**config.mk**
```make
export PLATFORM = sky130hd
export DESIGN_NAME = pipe_trace_buffer
export DESIGN_NICKNAME = d
export VERILOG_FILES = /design/src/rtl/pipe_trace_buffer_pkg.sv /design/src/rtl/pipe_trace_buffer_trace_ram.sv /design/src/rtl/pipe_trace_buffer.sv
export SDC_FILE = /design/constraint.sdc
export NUM_CORES = 2
export LEC_CHECK = 0
export ABC_AREA = 0
export CAP_MARGIN = 20
export CORE_AREA = 2 2 518 520
export DETAILED_ROUTE_END_ITERATION = 7
export DIE_AREA = 0 0 520 522
export GPL_TIMING_DRIVEN = 0
export PLACE_DENSITY = 0.56
export SYNTH_ARGS = -nofsm -noshare
export SYNTH_HDL_FRONTEND = slang
export SYNTH_HIERARCHICAL = 1
export SYNTH_SLANG_ARGS = --single-unit
export TNS_END_PERCENT = 50
```
**constraint.sdc**
```tcl
create_clock -name clk -period 15.1 [get_ports clk]
set_clock_uncertainty 0.2 [all_clocks]
set_input_delay 3.02 -clock clk [delete_from_list [all_inputs] [get_ports clk]]
set_output_delay 3.02 -clock clk [all_outputs]
set_load 0.02 [all_outputs]
```
**src/rtl/pipe_trace_buffer_pkg.sv**
```systemverilog
// Shared types and helpers for the pipeline trace buffer.
//   pipe_trace_state_e : 2-bit capture state (IDLE/ARMED/TRIGGERED/DONE)
//   ST_*_ENC           : raw encodings as seen on the state port
//   oldest_ptr()       : (wr_ptr - count) mod depth, depth a power of two
package pipe_trace_pkg;

    localparam logic [1:0] ST_IDLE_ENC      = 2'd0;
    localparam logic [1:0] ST_ARMED_ENC     = 2'd1;
    localparam logic [1:0] ST_TRIGGERED_ENC = 2'd2;
    localparam logic [1:0] ST_DONE_ENC      = 2'd3;

    typedef enum logic [1:0] {
        ST_IDLE      = ST_IDLE_ENC,
        ST_ARMED     = ST_ARMED_ENC,
        ST_TRIGGERED = ST_TRIGGERED_ENC,
        ST_DONE      = ST_DONE_ENC
    } pipe_trace_state_e;

    // Unsigned wraparound of the subtraction is harmless because the mask
    // keeps only the low log2(depth) bits.
    function automatic int unsigned oldest_ptr(input int unsigned wr_ptr,
                                               input int unsigned count,
                                               input int unsigned depth);
        return (wr_ptr - count) & (depth - 1);
    endfunction

endpackage

```
**src/rtl/pipe_trace_buffer_trace_ram.sv**
```systemverilog
// Trace storage: DEPTH x W array, one synchronous write port and one
// asynchronous (combinational) read port. Storage is not reset.
//   clk      : write clock
//   we_i     : write enable
//   waddr_i  : write address
//   wdata_i  : write data
//   raddr_i  : read address
//   rdata_o  : read data, combinational from raddr_i
module trace_ram #(
    parameter int DEPTH = 16,
    parameter int W     = 160
) (
    input  logic                     clk,
    input  logic                     we_i,
    input  logic [$clog2(DEPTH)-1:0] waddr_i,
    input  logic [W-1:0]             wdata_i,
    input  logic [$clog2(DEPTH)-1:0] raddr_i,
    output logic [W-1:0]             rdata_o
);

    logic [W-1:0] mem_q [DEPTH];

    always_ff @(posedge clk) begin
        if (we_i) begin
            mem_q[waddr_i] <= wdata_i;
        end
    end

    assign rdata_o = mem_q[raddr_i];

endmodule

```
**src/rtl/pipe_trace_buffer.sv**
```systemverilog
// Pipeline trace capture: snoops PC plus NUM_CH channel slices into a
// circular buffer, freezes POST_TRIG samples after a PC-match trigger and
// drains oldest-first over a valid/ready port.
// Optional macro PIPE_TRACE_TIMESTAMP_EN adds a per-entry cycle timestamp
// and the rd_ts output.
// Ports:
//   clk, rst_n          : clock, async active-low reset
//   sample_en           : capture qualifier
//   pc_in, ch_in        : snooped PC and packed channels (ch 0 in LSBs)
//   arm                 : pulse, restarts a capture
//   trig_en, trig_pc    : PC-match trigger
//   state               : 0 IDLE, 1 ARMED, 2 TRIGGERED, 3 DONE
//   wrapped, count      : overflow flag, valid entry count
//   rd_valid/rd_ready   : readout handshake
//   rd_pc, rd_data      : entry at the read pointer
//   rd_ts               : entry timestamp (macro builds only)
//
// state     | meaning
// ----------+-----------------------------------------------
// IDLE      | no capture, no writes
// ARMED     | writing every sample, watching for trigger PC
// TRIGGERED | writing post-trigger samples, counting down
// DONE      | frozen, draining oldest-first
module pipe_trace_buffer
    import pipe_trace_pkg::*;
#(
    parameter int NUM_CH    = 4,
    parameter int CH_W      = 32,
    parameter int PC_W      = 32,
    parameter int DEPTH     = 16,
    parameter int POST_TRIG = 4,
    parameter int TS_W      = 16
) (
    input  logic                       clk,
    input  logic                       rst_n,
    input  logic                       sample_en,
    input  logic [PC_W-1:0]            pc_in,
    input  logic [NUM_CH*CH_W-1:0]     ch_in,
    input  logic                       arm,
    input  logic                       trig_en,
    input  logic [PC_W-1:0]            trig_pc,
    output logic [1:0]                 state,
    output logic                       wrapped,
    output logic [$clog2(DEPTH+1)-1:0] count,
    output logic                       rd_valid,
    input  logic                       rd_ready,
`ifdef PIPE_TRACE_TIMESTAMP_EN
    output logic [TS_W-1:0]            rd_ts,
`endif
    output logic [PC_W-1:0]            rd_pc,
    output logic [NUM_CH*CH_W-1:0]     rd_data
);

    localparam int PTR_W  = $clog2(DEPTH);
    localparam int CNT_W  = $clog2(DEPTH+1);
    localparam int DATA_W = NUM_CH*CH_W;
`ifdef PIPE_TRACE_TIMESTAMP_EN
    localparam int ENTRY_W = TS_W + PC_W + DATA_W;
`else
    localparam int ENTRY_W = PC_W + DATA_W;
`endif

    if ((DEPTH < 2) || ((DEPTH & (DEPTH - 1)) != 0) || (TS_W < 1)
        || (POST_TRIG < 0) || (POST_TRIG > DEPTH - 1)) begin : g_bad_params
        $error("pipe_trace_buffer: invalid DEPTH/POST_TRIG/TS_W");
    end

    pipe_trace_state_e  state_q, state_d;
    logic [PTR_W-1:0]   wr_ptr_q, wr_ptr_d;
    logic [PTR_W-1:0]   rd_ptr_q, rd_ptr_d;
    logic [CNT_W-1:0]   count_q, count_d;
    logic               wrapped_q, wrapped_d;
    logic [PTR_W-1:0]   post_q, post_d;
    logic               we;
    logic               trig_hit;
    logic               rd_valid_w;
    logic [ENTRY_W-1:0] wdata, rdata;

`ifdef PIPE_TRACE_TIMESTAMP_EN
    logic [TS_W-1:0]    ts_q, ts_d;
`endif

    assign trig_hit   = trig_en && sample_en && (pc_in == trig_pc);
    assign rd_valid_w = (state_q == ST_DONE) && (count_q != '0);

    always_comb begin
        state_d   = state_q;
        wr_ptr_d  = wr_ptr_q;
        rd_ptr_d  = rd_ptr_q;
        count_d   = count_q;
        wrapped_d = wrapped_q;
        post_d    = post_q;
        we        = 1'b0;

        if (arm) begin
            // Arm overrides everything, including a same-cycle trigger.
            state_d   = ST_ARMED;
            wr_ptr_d  = '0;
            rd_ptr_d  = '0;
            count_d   = '0;
            wrapped_d = 1'b0;
            post_d    = '0;
        end else begin
            if (((state_q == ST_ARMED) || (state_q == ST_TRIGGERED)) && sample_en) begin
                we       = 1'b1;
                wr_ptr_d = wr_ptr_q + PTR_W'(1);
                if (count_q == CNT_W'(DEPTH)) begin
                    wrapped_d = 1'b1;
                end else begin
                    count_d = count_q + CNT_W'(1);
                end
            end

            unique case (state_q)
                ST_IDLE: ;
                ST_ARMED: begin
                    if (trig_hit) begin
                        if (POST_TRIG == 0) begin
                            state_d  = ST_DONE;
                            rd_ptr_d = PTR_W'(oldest_ptr(32'(wr_ptr_d), 32'(count_d), DEPTH));
                        end else begin
                            state_d = ST_TRIGGERED;
                            post_d  = PTR_W'(POST_TRIG);
                        end
                    end
                end
                ST_TRIGGERED: begin
                    if (sample_en) begin
                        post_d = post_q - PTR_W'(1);
                        if (post_q == PTR_W'(1)) begin
                            state_d  = ST_DONE;
                            rd_ptr_d = PTR_W'(oldest_ptr(32'(wr_ptr_d), 32'(count_d), DEPTH));
                        end
                    end
                end
                ST_DONE: begin
                    if (rd_valid_w && rd_ready) begin
                        rd_ptr_d = rd_ptr_q + PTR_W'(1);
                        count_d  = count_q - CNT_W'(1);
                    end
                end
                default: ;
            endcase
        end
    end

    always_ff @(posedge clk or negedge rst_n) begin
        if (!rst_n) begin
            state_q   <= ST_IDLE;
            wr_ptr_q  <= '0;
            rd_ptr_q  <= '0;
            count_q   <= '0;
            wrapped_q <= 1'b0;
            post_q    <= '0;
        end else begin
            state_q   <= state_d;
            wr_ptr_q  <= wr_ptr_d;
            rd_ptr_q  <= rd_ptr_d;
            count_q   <= count_d;
            wrapped_q <= wrapped_d;
            post_q    <= post_d;
        end
    end

`ifdef PIPE_TRACE_TIMESTAMP_EN
    // Each entry stores the post-increment counter value, so the first
    // sample after arm is stamped 1.
    always_comb begin
        ts_d = ts_q;
        if (arm) begin
            ts_d = '0;
        end else if ((state_q == ST_ARMED) || (state_q == ST_TRIGGERED)) begin
            ts_d = ts_q + TS_W'(1);
        end
    end

    always_ff @(posedge clk or negedge rst_n) begin
        if (!rst_n) begin
            ts_q <= '0;
        end else begin
            ts_q <= ts_d;
        end
    end

    assign wdata = {ts_d, pc_in, ch_in};
    assign rd_ts = rdata[ENTRY_W-1 -: TS_W];
`else
    assign wdata = {pc_in, ch_in};
`endif

    trace_ram #(
        .DEPTH (DEPTH),
        .W     (ENTRY_W)
    ) u_ram (
        .clk     (clk),
        .we_i    (we),
        .waddr_i (wr_ptr_q),
        .wdata_i (wdata),
        .raddr_i (rd_ptr_q),
        .rdata_o (rdata)
    );

    assign state    = state_q;
    assign wrapped  = wrapped_q;
    assign count    = count_q;
    assign rd_valid = rd_valid_w;
    assign rd_pc    = rdata[DATA_W +: PC_W];
    assign rd_data  = rdata[DATA_W-1:0];

endmodule

```
==> qor.log <==
qor: setup_path.crit_path_end_kind output pin
qor: cts.clockBufferDepth 4
qor: power.internal_power 12.40 mW
qor: sta.grt_setup_unrepaired no
qor: power.maximum_vdd_drop 0.0001069 V
qor: setup_path.critical_path_buf_inv_count 4
qor: sta.final_hold_violation_count 0
qor: synth.yosysMostFrequentCell edfxtp_1
qor: layout.area_added_between_synthesis_and_finish 20.16%
qor: hold_path.hold_class reg2reg
qor: global_routing.number_of_global_route_vias_before_repair 48854
qor: floorplanning.die_area 271400 sq um
qor: power.cellPowerDensity 138.2 nW/um^2
qor: run_status.failing_checks design-rule violations
qor: synth.synth.yosys.seq_area_share 79.04%
qor: synth.post-synth-top-area-fraction 78.52%
qor: place.gp_congestion 0.7205
qor: detailed_routing.wl_per_cell 30.11 um
qor: floorplanning.floorplan.initialDensity 36.74%
qor: power.total_switching_power 3.861 mW
qor: power.sequentialPowerShare 49.1%
qor: floorplanning.dieWidth 520 um
qor: floorplanning.die_height 522 um
qor: cts.clock_tree_from_tritoncts built
qor: detailed_routing.route.detailed.vias_per_inst 5.452
qor: cts.clock_sink_count 2580
qor: synth.postSynthNetCount 4455
qor: detailed_routing.first_pass_iters 8
qor: power.comb_power_share 12.6%
qor: setup_path.cell_seen_most_often_among_critical_path_stages clkbuf_1
qor: synth.synthesis.area_per_instance 23.07 sq um
qor: cts.clock_insertion_delay_worst_skew 0.89 ns
qor: detailed_routing.route.vias.total 48036
qor: global_routing.grt.overflow.total 0
qor: detailed_routing.wirelength 265300 um
qor: job.maxCapViolations 0
qor: power.sw_frac_of_total 23.74%
qor: synth.syn-instance-count 4243
qor: sta.setup_violation_total_in_the_final_timing_report 0
qor: synth.yosys_most_used_dff edfxtp_1
qor: synth.synth_largest_area_cell edfxtp_1
qor: layout.drive_above_1_share 25.59%
qor: synth.ys_types 53
qor: synth.synth_commonest_cells 2560 x edfxtp_1, 595 x mux4_2, 267 x a22oi_1, 125 x nand2_1, 88 x buf_2
qor: global_routing.grt.total_usage 19.34%
qor: place.place.detailed.hpwl 176600 um
qor: global_routing.grt_antenna_before_repair 47
qor: layout.final_net_count 5285
qor: sta.achievable-frequency 119.7 MHz
qor: setup_path.crit_path_max_fanout 10
qor: detailed_routing.drc 40
qor: synth.number_of_register_bits_inferred_by_synthesis 2580
qor: synth.netlist_top_cells_area edfxtp_1 79%, mux4_2 14%, a22oi_1 2.0%
qor: floorplanning.boundaryPins 367
qor: setup_path.cp_top_family buffers and inverters
qor: layout.finished_layout_cells 8810
qor: power.share_clk_of_total_power 38.3%
qor: cts.tritoncts.num_buffers 281
qor: sta.final-max-slew-violation-count 0
qor: sta.timing.final.crit_share 55.31%
qor: cts.root_buffer clkbuf_16
qor: sta.finalWorstPathRequiredPeriod 8.352 ns
qor: synth.synth.cell_area 97900 sq um
qor: layout.fill_cells 22414
qor: synth.yosys_warnings 6
qor: detailed_routing.dr.first_iter.drc_count 5053
qor: place.numPortBuffers 366
qor: setup_path.crit_path_max_incr_delay 0.81 ns
qor: cts.clkSlewWorstSetupHoldPaths 0.06 ns
qor: sta.worst-slew-pin-transition 1.300 ns
qor: sta.setup_tns 0 ns
qor: floorplanning.fp-row-count 190
qor: setup_path.worstSetupStartpointType register
qor: place.place_inst 8341
qor: cts.htree_levels 5
qor: sta.relSlewSlack 12.69%
qor: setup_path.timing.critical_path.required 11.88 ns
qor: synth.asyncSetResetFlopFracSynth 0.7752%
qor: global_routing.grt_start_max_net_pins 26
qor: setup_path.timing.critical_path.cells clkbuf_1 -> clkbuf_1 -> clkbuf_1 -> o221ai_1 -> o21ai_0 -> clkdlybuf4s50_1
qor: setup_path.path_class reg2out
qor: synth.synth-edff-count 2560
qor: power.cellLeakagePower 35.99 nW
qor: setup_path.crit_slowest_cell o21ai_0
qor: floorplanning.core_area 266500 sq um
qor: setup_path.worstPathArrival 5.13 ns
qor: cts.post-cts-setup-buffers 0
qor: run_status.status finished with violations
qor: global_routing.grt_first_pass_wirelength 371800 um
qor: cts.post_cts_resize_count 0
qor: cts.ctsHoldBuffers 0
qor: detailed_routing.route.antenna.remaining_nets 0
==> power groups by stage <==
stage / sequential [mW] / clock (mW) / combinational, mW
global route: 7.98 / 6.63 / 2.18
CTS: 7.98 / 6.38 / 2.11
detailed placement: 8.13 / 0 / 2.10
floorplan: 8.14 / 0 / 1.07
finish: 7.98 / 6.23 / 2.05
global placement: 8.17 / 0 / 2.04
==> layer usage <==
layer	vias up	GRT usage, %	wire length [um]
met5	-	0	195
met4	32	4.607	5796
met3	380	3.496	15910
met2	1574	31.40	128200
met1	26205	27.15	115200
li1	19845	-	-
==> final timing paths <==
| kind | start | endpoint | slack, ns | depth (start not counted) |
|---|---|---|---|---|
| min | post_q[1]$_DFFE_PN0P_ | post_q[1]$_DFFE_PN0P_ | 0.34 | 1 |
| max reg2reg | state[0]$_DFFE_PN0P_ | u_ram/mem_q[12][72]$_DFFE_PP_ | 10.72 | 13 |
| min reg2reg | post_q[1]$_DFFE_PN0P_ | post_q[1]$_DFFE_PN0P_ | 0.34 | 1 |
| max | rd_ptr_q[3]$_DFFE_PN0P_ | rd_data[15] | 6.75 | 6 |
| max in group asynchronous | rst_n | wr_ptr_q[1]$_DFF_PN0_ | 12.15 | 2 |
| min in group asynchronous | rst_n | rd_ptr_q[0]$_DFFE_PN0P_ | 2.16 | 1 |
==> cells in the final DEF (no fill, tap or decap), drive strengths merged, types with 13 or more instances in the layout <==
master,n
clkdlybuf4s50,366
edfxtp,2560
nand2,125
nor2b,39
o221ai,28
diode,17
a21oi,14
mux2,83
buf,332
clkinv,92
xor2,23
a221oi,17
clkbuf,417
nor2,39
mux2i,36
nand2b,25
inv,16
o21ai,26
ha,13
a22oi,267
mux4,595
xnor2,21
dfrtp,20
==> kinds of logic (layout without fill, tap and decap cells) <==
| group | count (synthesis) | after routing | share of synthesized area [%] |
|---|---|---|---|
| compound gates | 377 | 377 | 2.854 |
| xor+xnor | 44 | 44 | 0.3936 |
| fa+ha+maj | 14 | 14 | 0.1866 |
| buf+inv | 240 | 1238 | 1.141 |
| flops | 2580 | 2580 | 79.04 |
| mux | 714 | 714 | 15.02 |
| other cells | 0 | 17 | 0 |
| simple gates | 274 | 274 | 1.370 |
==> registers in the layout, summed over array words and instances, names as in the netlist <==
name and count:
count 5, post_q 4, rd_ptr_q 4, state 2, u_ram/mem_q 2560, wr_ptr_q 4
wrapped 1
==> worst register-to-register path: cells and delay by family, from the launching register on <==
| kind | cells | cell delay, ns |
|---|---|---|
| and+or+nand+nor | 4 | 1.58 |
| adders and majority gates | 1 | 0.31 |
| DFF | 1 | 0.42 |
| buffers and inverters | 8 | 1.55 |
==> final cells by class <==
class / instances / area (sq um) / share of cell area (%)
Inverter: 13 / 48.80 / 0.04148
Timing Repair Buffer: 547 / 6983 / 5.936
Tap cell: 3552 / 4444 / 3.778
Sequential cell: 2580 / 77370 / 65.78
Clock buffer: 341 / 7385 / 6.278
Buffer: 227 / 1072 / 0.9116
Multi-Input combinational cell: 1423 / 19550 / 16.62
Clock inverter: 110 / 729.5 / 0.6201
Antenna cell: 17 / 42.54 / 0.03617
==> through the flow <==
step	cell area (sq um)	worst slack, ns	power (mW)	hold slack (ns)	utilization, %
floorplan	97910	-0.5242	9.210	0.2977	-
global placement	106000	-16.63	10.22	0.2885	39.78
detailed placement	109400	7.530	10.23	0.3086	41.07
CTS	117600	6.680	16.46	0.3374	44.11
global route	117600	6.572	16.80	0.3569	44.13
finish	117600	6.748	16.26	0.3369	44.14
No activity file was read; power rests on OpenSTA's default activity.
